==> config.mk <==
export PLATFORM = sky130hd
export DESIGN_NAME = wb_regfile
export DESIGN_NICKNAME = d
export VERILOG_FILES = /design/src/rtl/wb_regfile.sv
export SDC_FILE = /design/constraint.sdc
export NUM_CORES = 1
export LEC_CHECK = 0
export CAP_MARGIN = 10
export CORE_ASPECT_RATIO = 0.6
export CORE_UTILIZATION = 56
export DETAILED_ROUTE_END_ITERATION = 8
export GPL_ROUTABILITY_DRIVEN = 0
export PLACE_DENSITY = 0.8
export SYNTH_ARGS = -nofsm -noshare
export SYNTH_HDL_FRONTEND = slang
export SYNTH_SLANG_ARGS = --single-unit
==> constraint.sdc <==
create_clock -name clk -period 2.8 [get_ports clk]
set_input_delay 0.7 -clock clk [delete_from_list [all_inputs] [get_ports clk]]
set_output_delay 0.7 -clock clk [all_outputs]
set_load 0.02 [all_outputs]
==> src/rtl/wb_regfile.sv <==
// Writeback-stage register file: commits EX/WB results, serves two bypassed
// read ports to ID, and counts retired writes with saturation.
module wb_regfile #(
   parameter int unsigned DATA_W  = 8,
   parameter int unsigned ADDR_W  = 3,
   parameter int unsigned R0_ZERO = 0,
   parameter int unsigned CNT_W   = 16
) (
   input  logic              clk,
   input  logic              rst,
   input  logic              EX_WB_RegWrite,
   input  logic [ADDR_W-1:0] EX_WB_Reg,
   input  logic [DATA_W-1:0] EX_WB_ALUResult,
   input  logic [ADDR_W-1:0] ReadReg1,
   input  logic [ADDR_W-1:0] ReadReg2,
   output logic [DATA_W-1:0] ReadData1,
   output logic [DATA_W-1:0] ReadData2,
   output logic [CNT_W-1:0]  WbCount,
   output logic              WbValid
);

   localparam int unsigned NREG = 2 ** ADDR_W;

   logic [DATA_W-1:0] regs_q [NREG];
   logic [DATA_W-1:0] regs_d [NREG];
   logic [CNT_W-1:0]  wb_count_q, wb_count_d;
   logic              wb_valid_q, wb_valid_d;
   logic              wr_en;
   logic              r0_hit;
   logic              commit;

   // Bypass is gated by rst so ports read zero for the whole reset window.
   always_comb begin
      wr_en  = rst && EX_WB_RegWrite;
      r0_hit = (R0_ZERO != 0) && (EX_WB_Reg == '0);
      commit = wr_en && !r0_hit;
   end

   always_comb begin
      regs_d     = regs_q;
      wb_count_d = wb_count_q;
      wb_valid_d = commit;
      if (commit) begin
         regs_d[EX_WB_Reg] = EX_WB_ALUResult;
         if (wb_count_q != '1) begin
            wb_count_d = wb_count_q + CNT_W'(1);
         end
      end
   end

   always_ff @(posedge clk or negedge rst) begin
      if (!rst) begin
         for (int unsigned i = 0; i < NREG; i++) begin
            regs_q[i] <= '0;
         end
         wb_count_q <= '0;
         wb_valid_q <= 1'b0;
      end else begin
         regs_q     <= regs_d;
         wb_count_q <= wb_count_d;
         wb_valid_q <= wb_valid_d;
      end
   end

   always_comb begin
      ReadData1 = regs_q[ReadReg1];
      if ((R0_ZERO != 0) && (ReadReg1 == '0)) begin
         ReadData1 = '0;
      end else if (wr_en && (EX_WB_Reg == ReadReg1)) begin
         ReadData1 = EX_WB_ALUResult;
      end
   end

   always_comb begin
      ReadData2 = regs_q[ReadReg2];
      if ((R0_ZERO != 0) && (ReadReg2 == '0)) begin
         ReadData2 = '0;
      end else if (wr_en && (EX_WB_Reg == ReadReg2)) begin
         ReadData2 = EX_WB_ALUResult;
      end
   end

   assign WbCount = wb_count_q;
   assign WbValid = wb_valid_q;

endmodule

# [Word-level counts from Yosys, hierarchy flattened]
# Cells that the tools add are included.
[totals] register_bits=81 elab_cells=37
[classes] add_sub_neg=1 n_lt_le_gt_ge=4 eq_ne=3 n_mux=11 bitwise=3 reduce_logical=5
[ops] op="$bwmux W64" n=1
[ops] op="$mux W8" n=7
[ops] op="$bmux W8 S3" n=2
[ops] op="$demux W8 S3" n=1
[ops] op="$add A16 B1 Y16 const B" n=1
[ops] op="$ne A16 B16 Y1 const B" n=1
[ops] op="$ge A4 B4 Y1 const B" n=3
[ops] op="$not A3 Y4" n=3
[ops] op="$eq A3 B3 Y1" n=2
[ops] op="$logic_and A1 B1 Y1" n=4
[ops] op="$lt A4 B1 Y1 const B" n=1
[ops] op="$reduce_and A2 Y1" n=1

# [Logic depth before layout (Yosys ltp)]
[logic_depth] ltp_word=6 mapped_depth=7 mapped_depth_nobuf=5

# [Worst setup path before layout]
# No wires, ideal clock.
[synth_timing] path_type="input-to-output" startpoint="input port ReadReg1[1]" endpoint="output port ReadData1[0]" arrival_time_ps=1971 required_ps=2100 slack_ps=129 cell_stages=6 cell_sequence="buf_4 buf_6 xnor2_1 nand4_1 buf_4 a21oi_1"
[synth_between] elab_chain_len=5
[synth_rtl] item="start, declared" line="14" rtl="input logic [ADDR_W-1:0] ReadReg1,"
[synth_rtl] item="$not A3 Y4 (implied by the code)" line="66" rtl="ReadData1 = regs_q[ReadReg1];"
[synth_rtl] item="$bmux W8 S3" line="66"
[synth_rtl] item="$mux W8 (implied by the code) (2 in a row)" line="66"
[synth_rtl] item="$mux W8 *" line="69" rtl="end else if (wr_en && (EX_WB_Reg == ReadReg1)) begin"
[synth_rtl] item="end, declared" line="16" rtl="output logic [DATA_W-1:0] ReadData1,"
# Mark *: on every way between the ends. The rest lies on a longest branch, timed or not. The select of a mux whose other input is x is not followed.

# [Final worst setup path]
[layout_timing] startpoint="input port ReadReg2[1]" endpoint="output port ReadData2[0]"
[layout_between] elab_chain_len=5
[layout_rtl] item="start, declared" line="15" rtl="input logic [ADDR_W-1:0] ReadReg2,"
[layout_rtl] item="$not A3 Y4 (implied by the code)" line="75" rtl="ReadData2 = regs_q[ReadReg2];"
[layout_rtl] item="$bmux W8 S3" line="75"
[layout_rtl] item="$mux W8 (implied by the code) (2 in a row)" line="75"
[layout_rtl] item="$mux W8 *" line="78" rtl="end else if (wr_en && (EX_WB_Reg == ReadReg2)) begin"
[layout_rtl] item="end, declared" line="17" rtl="output logic [DATA_W-1:0] ReadData2,"
# Marked as above.

==> run metrics <==
outcome=completed; TritonRoute pass-1 iters=5; Worst-Margin Slew=around 0.63 ns; worst hold path type=in2async; nets=434; placed cell area=around 5400 um2; Syn Inst Count=328; TNS Setup=0 ns; post-synthesis sequential area ratio=44.48%; Pleak=approximately 2.6 nW; CTS Buffer Depth=2; worst-path fanout max=4; first-pass GRT wire length=18620 um; clock network power share=27.2%; combinational share of power=just over 30%; DIE AREA=8514 um2; Seq cells post-synth=81; Netlist Area Pre-Place=4557 um2; overall routing resource usage=30.14%; WL per Instance=22.13 um; Post-Synth XOR/XNOR Area=under 10%; CTS H-Tree Depth=3; CTS Buf Count=9; leading area contributor after synthesis=dfrtp_1; unrepaired setup endpoints after global routing=false; Slew headroom=58.27%; num rows=25; Post-synth EDFFs=0; Final min period=between 2 and 3 ns; main combinational cell family by area after synthesis=multiplexers; clock latency on the worst-skew pair=~0.33 ns; Core Region=between 7000 and 8000 um2; Worst Path Required=around 2.1 ns; peak supply drop=a little under 0.5 mV; Max Cap Viol=0; layout cell share with drive strength beyond 1=46.17%; largest cells by area after synthesis=dfrtp_1 (44%), mux4_2 (16%), mux2_2 (12%); First DRT Iteration DRCs=250; Reg clk slew, reported paths=0.06 ns; async set-reset flop share out of synthesis=100.0%; CTS Hold Bufs=0; Cell Pwr Density=703.5 nW/um2; Int Power=2.752 mW; final hold vios=0; DRT antenna net count=0; die span in x=118.5 um; syn nets=around 350; mux share of post-synthesis cell area=36.71%; CP Class=in2out; cell with the most instances after synthesis=dfrtp_1; remaining global-route overflow=0; number of global-route vias before repair=3332; io pins=53; ant diodes=0; reg2reg setup slack=about 1.1 ns; ys flop type=dfrtp_1; design area=5732 um2; simple-gate share of the synthesized area=8.072%; CTS tree=built; Netlist cell types=39; worst reg2reg path depth=4; fmax=roughly 0.37 GHz; port buffer count=52; worst r2r dst=WbCount[1]; Arr. time, crit path=2.01 ns; CP Launch Type=input port; final clock skew=0.004990 ns; Area Overhead vs Synth=25.78%; drt total wl=11640 um; synth warn=0; # clock sinks=81; height of the chip=71.88 um; Switch Pwr=1.281 mW; DRC violations left=0; clock root buffer=clkbuf_16; initial antenna violation count=0; Sw Share=31.76%; Post-Synth Adder-Cell Area=0.2746%; Filler Cells Inserted=523; crit share post-route=96.63%; Slew Viols, Final=0; Seq pwr share=between 40% and 50%; RR Startpoint=WbCount[11]; Vias=3224; top cells by count, synth=dfrtp_1 (81), mux2_2 (49), mux4_2 (32); post-detail-place hpwl=between 7000 and 8000 um; Starting Density=57.81%; Worst Setup End Kind=output port; Final setup viols=0; Synth Area in Compound Gates=2.965%; Syn Area/Cell=13.89 um2; Yosys top cell area share=44.48%; pin count of the biggest net entering global routing=43; Vias/cell=6.129
==> worst max-delay path, stage by stage <==
cell       delay [ns]
buf_2            0.19
clkbuf_16        0.18
mux4_2           0.50
mux2i_1          0.18
a21oi_1          0.09
buf_2            0.16
==> power by group through the flow <==
stage	Clock [mW]	Combinational, mW	Sequential, mW
2_1_floorplan	0	0.770	1.68
3_3_place_gp	0	1.23	1.67
3_5_place_dp	0	1.27	1.70
4_1_cts	1.11	1.22	1.69
5_1_grt	1.16	1.30	1.74
6_report	1.10	1.23	1.71
==> layout by cell type (no fill, tap or decap), types with 5 or more instances in the layout <==
master	count
buf_4	41
clkdlybuf4s50_1	26
xnor2_1	11
dfrtp_1	81
mux2_2	49
mux2_4	16
xor2_1	8
nor2_1	20
nand4_1	7
clkbuf_16	10
buf_12	6
mux4_2	32
mux2i_1	15
buf_2	16
a21oi_1	18
dlygate4sd2_1	5
nand2_1	6
==> layer usage <==
metal  GRT usage [%]  up-vias  routed length, um
met2           46.60      121               5414
li1                -     1399                  -
met1           43.79     1688               5437
met5               0        -                  0
met4           8.158        0                121
met3           6.688       16                667
==> flip-flops by register name, indices dropped and copies added, names as in the netlist <==
register  count
regs_q       64
WbCount      16
WbValid       1
==> metrics by stage <==
step	utilization (%)	hold WS (ns)	cells	setup slack, ns	power [mW]
global route	72.71	0.5026	526	0.02431	4.201
CTS	72.37	0.4664	525	0.006423	4.025
detailed placement	68.79	0.4998	503	-0.6518	2.971
global placement	68.79	0.4924	503	-0.6087	2.903
finish	72.71	0.4518	526	0.09427	4.033
floorplan	-	0.4044	328	0.1285	2.452
==> final cells by class <==
class	instances	area, um2	share of cell area [%]
Multi-Input combinational cell	219	2362	41.21
Clock inverter	7	52.55	0.9168
Sequential cell	81	2027	35.36
Timing Repair Buffer	99	917.1	16.00
Clock buffer	9	225.2	3.929
Inverter	3	12.51	0.2183
Tap cell	108	135.1	2.358
==> what timing repair did <==
| action | in CTS | in global routing |
|---|---|---|
| cloned | 2 | 1 |
| pin swaps | 1 | 1 |
| resized for setup | 78 | 9 |
| hold endpoints to repair | 0 | 0 |
| setup buffers | 4 | 0 |
| endpoints found under the setup margin | 16 | 12 |
==> cells by family after synthesis <==
logic type | after synthesis
mux | 113
flops | 81
simple gates | 62
buf+inv | 28
compound gates | 24
xor+xnor | 19
fa+ha+maj | 1
==> worst max-delay path by stage <==
stage,to,slack (ns),startpoint,cells after the start
after CTS,ReadData2[6],0.006,EX_WB_Reg[2],6
after floorplan,ReadData1[0],0.13,ReadReg1[1],6
after global placement,ReadData1[6],-0.61,ReadReg1[1],6
after detailed placement,ReadData2[0],-0.65,ReadReg2[1],6
final,ReadData2[0],0.09,ReadReg2[1],6
after global routing,ReadData2[4],0.02,ReadReg2[1],6
Power figures use the tool's default switching activity.
